`config.mk`:
```
export PLATFORM = sky130hd
export DESIGN_NAME = up_counter_32bit
export DESIGN_NICKNAME = d
export VERILOG_FILES = /design/src/rtl/up_counter_pkg.sv /design/src/rtl/up_counter_fsm.sv /design/src/rtl/up_counter_32bit.sv
export SDC_FILE = /design/constraint.sdc
export NUM_CORES = 1
export LEC_CHECK = 0
export ABC_AREA = 0
export BUFFER_PORTS_ARGS = -buffer_cell sky130_fd_sc_hd__buf_2
export CORE_MARGIN = 4
export CORE_UTILIZATION = 45
export DETAILED_ROUTE_END_ITERATION = 10
export GPL_TIMING_DRIVEN = 0
export PLACE_DENSITY = 0.81
export RECOVER_POWER = 100
export SKIP_LAST_GASP = 1
export SYNTH_ARGS = -nofsm -noshare
export SYNTH_HDL_FRONTEND = slang
export SYNTH_SLANG_ARGS = --single-unit
```
`constraint.sdc`:
```
create_clock -name clk -period 1.9 [get_ports clk]
set_input_delay 0.095 -clock clk [delete_from_list [all_inputs] [get_ports clk]]
set_output_delay 0.095 -clock clk [all_outputs]
set_load 0.01 [all_outputs]
```
`src/rtl/up_counter_pkg.sv`:
```
// up_counter_pkg
// Shared definitions for the 32-bit up counter slice.
//   state_t       : controller states (IDLE, RUN, DONE)
//   MODE_WRAP     : auto-reload to RESET_VALUE at the terminal count
//   MODE_ONESHOT  : stop at the terminal count and park in DONE
//   DEFAULT_WIDTH : default counter / compare width
package up_counter_pkg;

  typedef enum logic [1:0] {
    IDLE = 2'd0,
    RUN  = 2'd1,
    DONE = 2'd2
  } state_t;

  localparam logic MODE_WRAP    = 1'b0;
  localparam logic MODE_ONESHOT = 1'b1;

  localparam int DEFAULT_WIDTH = 32;

endpackage : up_counter_pkg

```
`src/rtl/up_counter_fsm.sv`:
```
// up_counter_fsm
// Control half of the up counter: state register plus tc/done/busy.
// Ports:
//   clk, rst  : clock, synchronous active-high reset
//   start     : request IDLE/DONE -> RUN (ignored while in RUN)
//   load      : parallel load in the datapath; blocks every other command
//   clear     : return to IDLE
//   term_hit  : datapath reports an enabled edge in RUN with out == limit
//   mode      : MODE_WRAP or MODE_ONESHOT
//   tc        : registered one-cycle terminal-count pulse
//   done      : high while in DONE
//   busy      : high while in RUN
module up_counter_fsm
  import up_counter_pkg::*;
(
  input  logic clk,
  input  logic rst,
  input  logic start,
  input  logic load,
  input  logic clear,
  input  logic term_hit,
  input  logic mode,
  output logic tc,
  output logic done,
  output logic busy
);

  state_t state_reg, state_next;
  logic   tc_reg, tc_next;

  always_ff @(posedge clk) begin
    if (rst) begin
      state_reg <= IDLE;
      tc_reg    <= 1'b0;
    end else begin
      state_reg <= state_next;
      tc_reg    <= tc_next;
    end
  end

  // Command priority: load > clear > start > count. A load or clear on the
  // terminal edge swallows the tc pulse.
  always_comb begin
    state_next = state_reg;
    tc_next    = 1'b0;
    if (load) begin
      state_next = state_reg;
    end else if (clear) begin
      state_next = IDLE;
    end else if (start && (state_reg != RUN)) begin
      state_next = RUN;
    end else if (term_hit && (state_reg == RUN)) begin
      tc_next = 1'b1;
      if (mode == MODE_ONESHOT) begin
        state_next = DONE;
      end
    end
  end

  // Decoded straight from the state register, so still free of any
  // combinational path from the inputs.
  assign done = (state_reg == DONE);
  assign busy = (state_reg == RUN);
  assign tc   = tc_reg;

endmodule : up_counter_fsm

```
`src/rtl/up_counter_32bit.sv`:
```
// up_counter_32bit
// Programmable up counter with load, enable, terminal-count compare and
// wrap / one-shot modes. Datapath (out register, incrementer, compare, ovf)
// lives here; sequencing lives in up_counter_fsm.
// Parameters:
//   WIDTH       : counter and compare width
//   RESET_VALUE : value placed in out on reset, clear and restart from DONE
// Ports:
//   clk, rst  : clock, synchronous active-high reset
//   en        : count enable (effective only in RUN)
//   start     : IDLE/DONE -> RUN request
//   clear     : out <= RESET_VALUE, state IDLE, ovf cleared
//   load      : out <= load_val, state unchanged
//   load_val  : parallel load value
//   limit     : terminal count, sampled every cycle
//   mode      : 0 = wrap, 1 = one-shot
//   out       : current count
//   tc        : one-cycle terminal-count pulse
//   done      : high while in DONE
//   ovf       : sticky, set when the count rolls from all-ones to zero
//   busy      : high while in RUN
module up_counter_32bit
  import up_counter_pkg::*;
#(
  parameter int               WIDTH       = DEFAULT_WIDTH,
  parameter logic [WIDTH-1:0] RESET_VALUE = '0
) (
  input  logic             clk,
  input  logic             rst,
  input  logic             en,
  input  logic             start,
  input  logic             clear,
  input  logic             load,
  input  logic [WIDTH-1:0] load_val,
  input  logic [WIDTH-1:0] limit,
  input  logic             mode,
  output logic [WIDTH-1:0] out,
  output logic             tc,
  output logic             done,
  output logic             ovf,
  output logic             busy
);

  logic [WIDTH-1:0] out_reg, out_next;
  logic             ovf_reg, ovf_next;
  logic             at_limit;
  logic             count_edge;
  logic             term_hit;

  assign at_limit   = (out_reg == limit);
  assign count_edge = busy && en;
  assign term_hit   = count_edge && at_limit;

  up_counter_fsm u_fsm (
    .clk      (clk),
    .rst      (rst),
    .start    (start),
    .load     (load),
    .clear    (clear),
    .term_hit (term_hit),
    .mode     (mode),
    .tc       (tc),
    .done     (done),
    .busy     (busy)
  );

  always_ff @(posedge clk) begin
    if (rst) begin
      out_reg <= RESET_VALUE;
      ovf_reg <= 1'b0;
    end else begin
      out_reg <= out_next;
      ovf_reg <= ovf_next;
    end
  end

  // Same priority order as the controller. A start in IDLE leaves out
  // alone; a start in DONE restarts from RESET_VALUE. A count above limit
  // simply keeps climbing and rolls through zero, which sets ovf.
  always_comb begin
    out_next = out_reg;
    ovf_next = ovf_reg;
    if (load) begin
      out_next = load_val;
    end else if (clear) begin
      out_next = RESET_VALUE;
      ovf_next = 1'b0;
    end else if (start && done) begin
      out_next = RESET_VALUE;
    end else if (count_edge) begin
      if (at_limit) begin
        // One-shot holds at limit; wrap reloads.
        if (mode == MODE_WRAP) begin
          out_next = RESET_VALUE;
        end
      end else begin
        out_next = out_reg + 1'b1;
        if (&out_reg) begin
          ovf_next = 1'b1;
        end
      end
    end
  end

  assign out = out_reg;
  assign ovf = ovf_reg;

endmodule : up_counter_32bit

```
==> metrics.cfg, run 1 <==
[run_status]
status=finished, violations left
violations=negative setup slack

[floorplan]
fp.dieArea_um2=7448
io-pin-count=107
core-area_um2=5921
initial_core_util_pct=46.60
die_h_um=86.30
num_rows=28
die_w_um=86.30

[finish]
drive_gt1_share_pct=49.29
largest_reg_flops=32
design_area_um2=4289
postLayoutCoreUtil_pct=72.44
area_growth_pct=55.46
diodes=0
finish.net_count=562

[critical_path]
crit_type=register to register
rr_startpoint=out[29]
endpoint_kind=register
worst_setup_path_start_kind=register
worstReg2RegEnd=out[8]
reg2reg_depth=9
reg2reg_slack_ns=-0.30
required_ns=2.11
worstPathArrival_ns=2.41
cp_max_fo=8

[global_route]
grt_pass1_vias=3553
antenna_found_initial=0
grt_pass1_wl_um=17600
grt_max_degree=11
grt_overflow=0
grt_usage_pct=29.61

[cts]
cts_max_path_buffers=2
cts_tree=built
hold_buffers=0
cts_root_buf=clkbuf_8
path_clk_slew_ns=0.08
clock_latency_ns=0.30
cts_buffers=5
cts_max_level=2
clock-sinks=36

[timing]
slew_violations=0
fin_crit_sh_pct=115.6
setup_viol=34
worstMarginPinSlew_ns=0.7537
slew_headroom_pct=49.75
grt_setup_unrepaired=true
skew_ns=0.008152
fmax_mhz=455.2
hold_viol_final=0
min_period_ns=2.197
worst_slack_ns=-0.2967

[drt]
wl_met3_um=1327
drt-pass1-iter-count=6
route.met2.wl_um=5678
routedWlPerCell_um=21.39
wl_met1_um=4586
top_layer=met4
drc=0
drtIter0Drc=363
vias_per_cell=6.701
drt_wl_total_um=12100
vias=3793
ant_nets=0

[power_and_ir_drop]
power.density_nw_per_um2=498.9
p_leak_nw=1.714
ir_drop_v=0.0002561

[worst_hold_path]
hold_class=input port to register
hold_start=load_val[10]
whs_path_depth=3
holdPathEnd=out[10]

[synth]
ys_ff_latch=36
synth_area_um2=2759
synth_fa_ha_area_share_pct=0.4535
synthMuxAreaShare_pct=0
syn_nets=423
yosys.area_share.simple_pct=25.08
ys_types=42
ys_seq_area_share_pct=26.12
syn_inst=351
synth_xor_xnor_area_share_pct=10.16
synth_top_family_by_area=compound AO/OA/AOI/OAI gates
syn_area_per_cell_um2=7.860
yosysWarningCount=0
synth_compound_area_share_pct=31.75

[placed_design]
portBuffers=106
place.gp.congestion=0.9512
dp_hpwl_um=7872
placed_area_um2=3407

[job]
drv_cap=0

[cells by family (layout without fill, tap and decap cells)]
| group | Yosys count | after routing |
|---|---|---|
| compound gates | 111 | 111 |
| xor+xnor | 32 | 32 |
| fa+ha+maj | 1 | 1 |
| buf+inv | 40 | 180 |
| flops | 36 | 36 |
| simple gates | 131 | 131 |
[cells in the final DEF (no fill, tap or decap), drive strengths merged, types with 2 or more instances in the layout]
cell type / instances
nor2b: 4
xnor2: 32
buf: 140
a21oi: 10
a32oi: 11
dfxtp: 36
inv: 13
clkbuf: 27
o31ai: 4
o32ai: 26
o21a: 2
a22oi: 43
nor3: 9
and4: 3
a31oi: 5
nand3: 16
nand2b: 3
nor2: 19
o311ai: 2
nand4: 14
and3: 6
nor4: 4
and2: 2
nand2: 49
[final cells by class]
class / instances / area, um2
multi-input cells: 275 / 2310
flip-flops and latches: 36 / 779.5
inverters: 13 / 48.80
fillers: 440 / 1632
plain buffers: 26 / 191.4
repair buffers: 133 / 775.7
well taps: 75 / 93.84
clock buffers: 8 / 90.09
[worst max-delay path: stages, from the launching register on]
cell	delay, ns
dfxtp_4	0.37
xnor2_4	0.15
nand4_1	0.26
nor4_4	0.35
buf_4	0.20
a31o_1	0.19
buf_8	0.18
nand2_8	0.07
buf_4	0.19
a31oi_1	0.14
[cell usage after synthesis]
cell type	count	area share, %
or2_2	1	0.23
o31ai_1	4	1.1
and4_1	3	0.95
a2111oi_2	1	0.54
nor2b_1	4	0.91
a22oi_1	43	12
or3_1	1	0.23
a221o_1	1	0.36
a31oi_2	1	0.45
a31o_1	1	0.32
nand2_1	48	6.5
o32ai_1	26	8.3
a211oi_1	1	0.27
nor2_2	1	0.23
a21oi_1	9	1.6
nor2_1	18	2.4
ha_1	1	0.45
clkbuf_1	17	2.3
a211o_1	1	0.32
nand4_1	14	3.2
a32oi_1	11	3.5
nor3_4	1	0.59
o41a_1	1	0.41
nor4_4	3	2.3
o311ai_0	2	0.64
inv_1	13	1.8
o21ai_0	1	0.18
nor4_1	1	0.23
dfxtp_1	36	26
buf_4	6	1.6
o21a_1	2	0.54
a31oi_1	4	0.91
nor3_1	8	1.5
and2_1	2	0.45
and3_1	6	1.4
nand2b_1	3	0.68
a21oi_2	1	0.32
nand3_1	16	2.9
nand2_4	1	0.41
a221oi_1	1	0.32
xnor2_1	32	10
buf_2	4	0.73
[per-stage QoR]
stage / TNS [ns] / setup slack (ns) / instances / power, mW / hold slack, ns
floorplan: 0 / 0.004446 / 351 / 1.150 / 0.1719
CTS: -3.072 / -0.1347 / 557 / 1.999 / 0.07158
finish: -8.189 / -0.2967 / 566 / 2.140 / 0.06792
global placement: -15.73 / -0.5145 / 532 / 1.362 / 0.3277
detailed placement: -15.81 / -0.5370 / 532 / 1.372 / 0.3468
global route: -8.222 / -0.2830 / 566 / 2.208 / 0.07195
[layer usage]
metal | vias up | global-route usage (%)
met4 | 0 | 13.60
met1 | 1798 | 38.50
met3 | 59 | 7.224
met5 | - | 0
li1 | 1637 | -
met2 | 299 | 46.32
[power breakdown]
part / leakage, nW / switching, mW / internal [mW] / total (mW)
Clock: 0.0455 / 0.303 / 0.297 / 0.599
Sequential: 0.309 / 0.0766 / 0.793 / 0.870
Combinational: 1.36 / 0.348 / 0.323 / 0.671
[worst max-delay path by stage]
stage                                   from  endpoint  slack (ns)
after global placement                out[4]   out[29]       -0.51
after global routing                 out[29]   out[12]       -0.28
final                                out[29]    out[8]       -0.30
after floorplan                      out[21]   out[24]       0.004
after detailed placement  u_fsm.state_reg[1]   out[17]       -0.54
after CTS                             out[4]   out[24]       -0.13
[repair_timing]
action                                  4_1_cts  5_1_grt
endpoints found under the setup margin       36       36
setup buffers                                17        8
pin swaps                                    18       53
cloned                                        0        2
resized for setup                            50       68
No activity file was read; power rests on OpenSTA's default activity.
==> run 2: changes to the inputs <==
- CTS_BUF_LIST: unset -> sky130_fd_sc_hd__clkbuf_16
==> run 2 against run 1 <==
Net effect: setup slack better by 0.0084 ns; global-route usage increased by 0.099 points; fmax is 0.39% higher; largest power group unchanged; the run still ends with negative setup slack left; non-clock buffer count stayed put; power increased by 10%; sequential cell count stayed put; routed wire length up 5.6%; sequential share of layout area fell by 0.25 points; hold slack better by 0.013 ns; via count increased by 1.9%.
==> metrics.cfg, run 2 (same netlist as run 1, synthesis figures left out) <==
[placed_design]
place.gp.congestion=0.9512  ; unchanged
portBuffers=106  ; unchanged
dp_hpwl_um=7872  ; unchanged
dp.cells=532  ; unchanged

[run_status]
violations=negative setup slack
status=finished, violations left

[timing]
min_period_ns=2.188  ; -0.008433 ns
slew_headroom_pct=51.01  ; +1.3 points
worst_slack_ns=-0.2883  ; +0.008433 ns
worstMarginPinSlew_ns=0.7349  ; -0.01884 ns
grt_setup_unrepaired=true
setup_viol=32  ; -5.9%
final.setup.tns_ns=-7.109  ; +1.080 ns
slew_violations=0  ; unchanged
fmax_mhz=457.0  ; +0.39%
skew_ns=0.006764  ; -0.001387 ns
hold_viol_final=0  ; unchanged
fin_crit_sh_pct=115.2  ; -0.44 points

[finish]
finish.net_count=562  ; unchanged
fin_cells=566  ; unchanged
largest_reg_flops=32  ; unchanged
num-fill-cells=401  ; -8.9%
diodes=0  ; unchanged
register_area_um2=783.3  ; +0.48%
area_growth_pct=58.37
multi_input_area_um2=2316  ; +0.27%
drive_gt1_share_pct=50.71  ; +1.4 points
layout_commonest_cell=buf_2
final_cell_mix=buf_2, nand2_1, a22oi_1

[critical_path]
cp_max_fo=8  ; unchanged
cp_slowest_stage_delay_ns=0.36  ; about the same
slowest_stage=dfxtp_1
worstPathCellList=xnor2_1 -> nand4_1 -> nor4_4 -> buf_4 -> a31o_1 -> buf_8 -> nand2_8 -> buf_4 -> a21oi_1
path_buf_inv=3  ; unchanged
worstPathArrival_ns=2.38  ; -0.03 ns
worst_setup_path_start_kind=register
crit_type=register to register
endpoint_kind=register
cp_top_family=buffers and inverters
reg2reg_slack_ns=-0.29  ; about the same
required_ns=2.09  ; -0.02 ns
cp_common_cell=buf_4

[floorplan]
num_rows=28  ; unchanged
fp.dieArea_um2=7448  ; unchanged
io-pin-count=107  ; unchanged
die_h_um=86.30  ; unchanged
initial_core_util_pct=46.60  ; unchanged
die_w_um=86.30  ; unchanged
core-area_um2=5921  ; unchanged

[cts]
cts_max_level=2  ; unchanged
clock-sinks=36  ; unchanged
cts_buffers=5  ; unchanged
cts_root_buf=clkbuf_16
cts_max_path_buffers=2  ; unchanged
clock_latency_ns=0.29  ; about the same
hold_buffers=0  ; unchanged
path_clk_slew_ns=0.06  ; -0.02 ns
cts_tree=built

[power_and_ir_drop]
power_mw=2.360  ; +10%
p_leak_nw=1.756  ; +2.4%
power.density_nw_per_um2=540.2  ; +8.3%
combPwrFrac_pct=28.4  ; -2.9 points
p_switching_mw=0.7714  ; +6.1%
pwr-share-clk_pct=34.3  ; +6.3 points
p_int_mw=1.589  ; +12%
p_sw_share_pct=32.68  ; -1.3 points
sequentialPowerShare_pct=37.3  ; -3.3 points
ir_drop_v=0.0003712  ; +45%

[global_route]
grt_pass1_wl_um=17570  ; -0.19%
grt_usage_pct=29.71  ; +0.099 points
grt_overflow=0  ; unchanged
grt_pass1_vias=3538  ; -0.42%
grt_max_degree=11  ; unchanged
antenna_found_initial=0  ; unchanged

[drt]
ant_nets=0  ; unchanged
drtIter0Drc=576  ; +59%
vias=3864  ; +1.9%
drt-pass1-iter-count=5  ; -1
drc=0  ; unchanged
drt_wl_total_um=12790  ; +5.6%
vias_per_cell=6.827  ; +1.9%
routedWlPerCell_um=22.59  ; +5.6%

[job]
drv_cap=0  ; unchanged

[worst_hold_path]
hold_class=input port to register

-- run 2: worst reg2reg max path, stage by stage, from the launching register on --
cell	delay [ns]
dfxtp_1	0.36
xnor2_1	0.25
nand4_1	0.19
nor4_4	0.28
buf_4	0.20
a31o_1	0.19
buf_8	0.18
nand2_8	0.07
buf_4	0.19
a21oi_1	0.20
-- run 2: layout make-up --
class | count | share of cell area [%]
multi-input cells | 275 | 53.01
repair buffers | 133 | 18.01
flip-flops and latches | 36 | 17.93
plain buffers | 26 | 4.668
clock buffers | 5 | 2.864
well taps | 75 | 2.148
inverters | 13 | 1.117
clock inverters | 3 | 0.2577
-- run 2: path summary, 6_finish.rpt --
kind / cells past startpoint / end / startpoint
min: 3 / out[10] / load_val[10]
min reg2reg: 1 / ovf / ovf
max: 9 / out[19] / out[28]
max reg2reg: 9 / out[19] / out[28]
-- run 2: power by group through the flow --
stage	clock (mW)	sequential [mW]	combinational (mW)
finish	0.810	0.881	0.669
floorplan	0	0.884	0.266
CTS	0.789	0.875	0.542
global placement	0	0.885	0.477
detailed placement	0	0.886	0.486
global route	0.832	0.885	0.707
-- run 2: through the flow --
stage                     utilization (%)  cell area, um2  worst slack, ns  hold slack [ns]
final                               73.80            4369          -0.2883          0.08100
after global routing                73.80            4369          -0.3394          0.09302
after floorplan                         -            2783         0.004446           0.1719
after CTS                           65.26            3864          -0.1330          0.08714
after global placement              57.54            3407          -0.5145           0.3277
after detailed placement            57.54            3407          -0.5370           0.3468
-- run 2: metal layers --
layer  share of wire (%)  global-route usage (%)  up-vias
met3                  12                   6.749       74
met1                  36                   37.86     1801
met5                   0                       0        -
li1                    -                       -     1638
met4                 5.0                   12.75        0
met2                  47                   48.21      351
-- run 2: what timing repair did --
item	in CTS	in global routing
buffers inserted	14	9
hold endpoints to repair	0	0
endpoints found under the setup margin	36	35
cloned	0	4
gates resized for setup	49	85
pin swaps	20	48
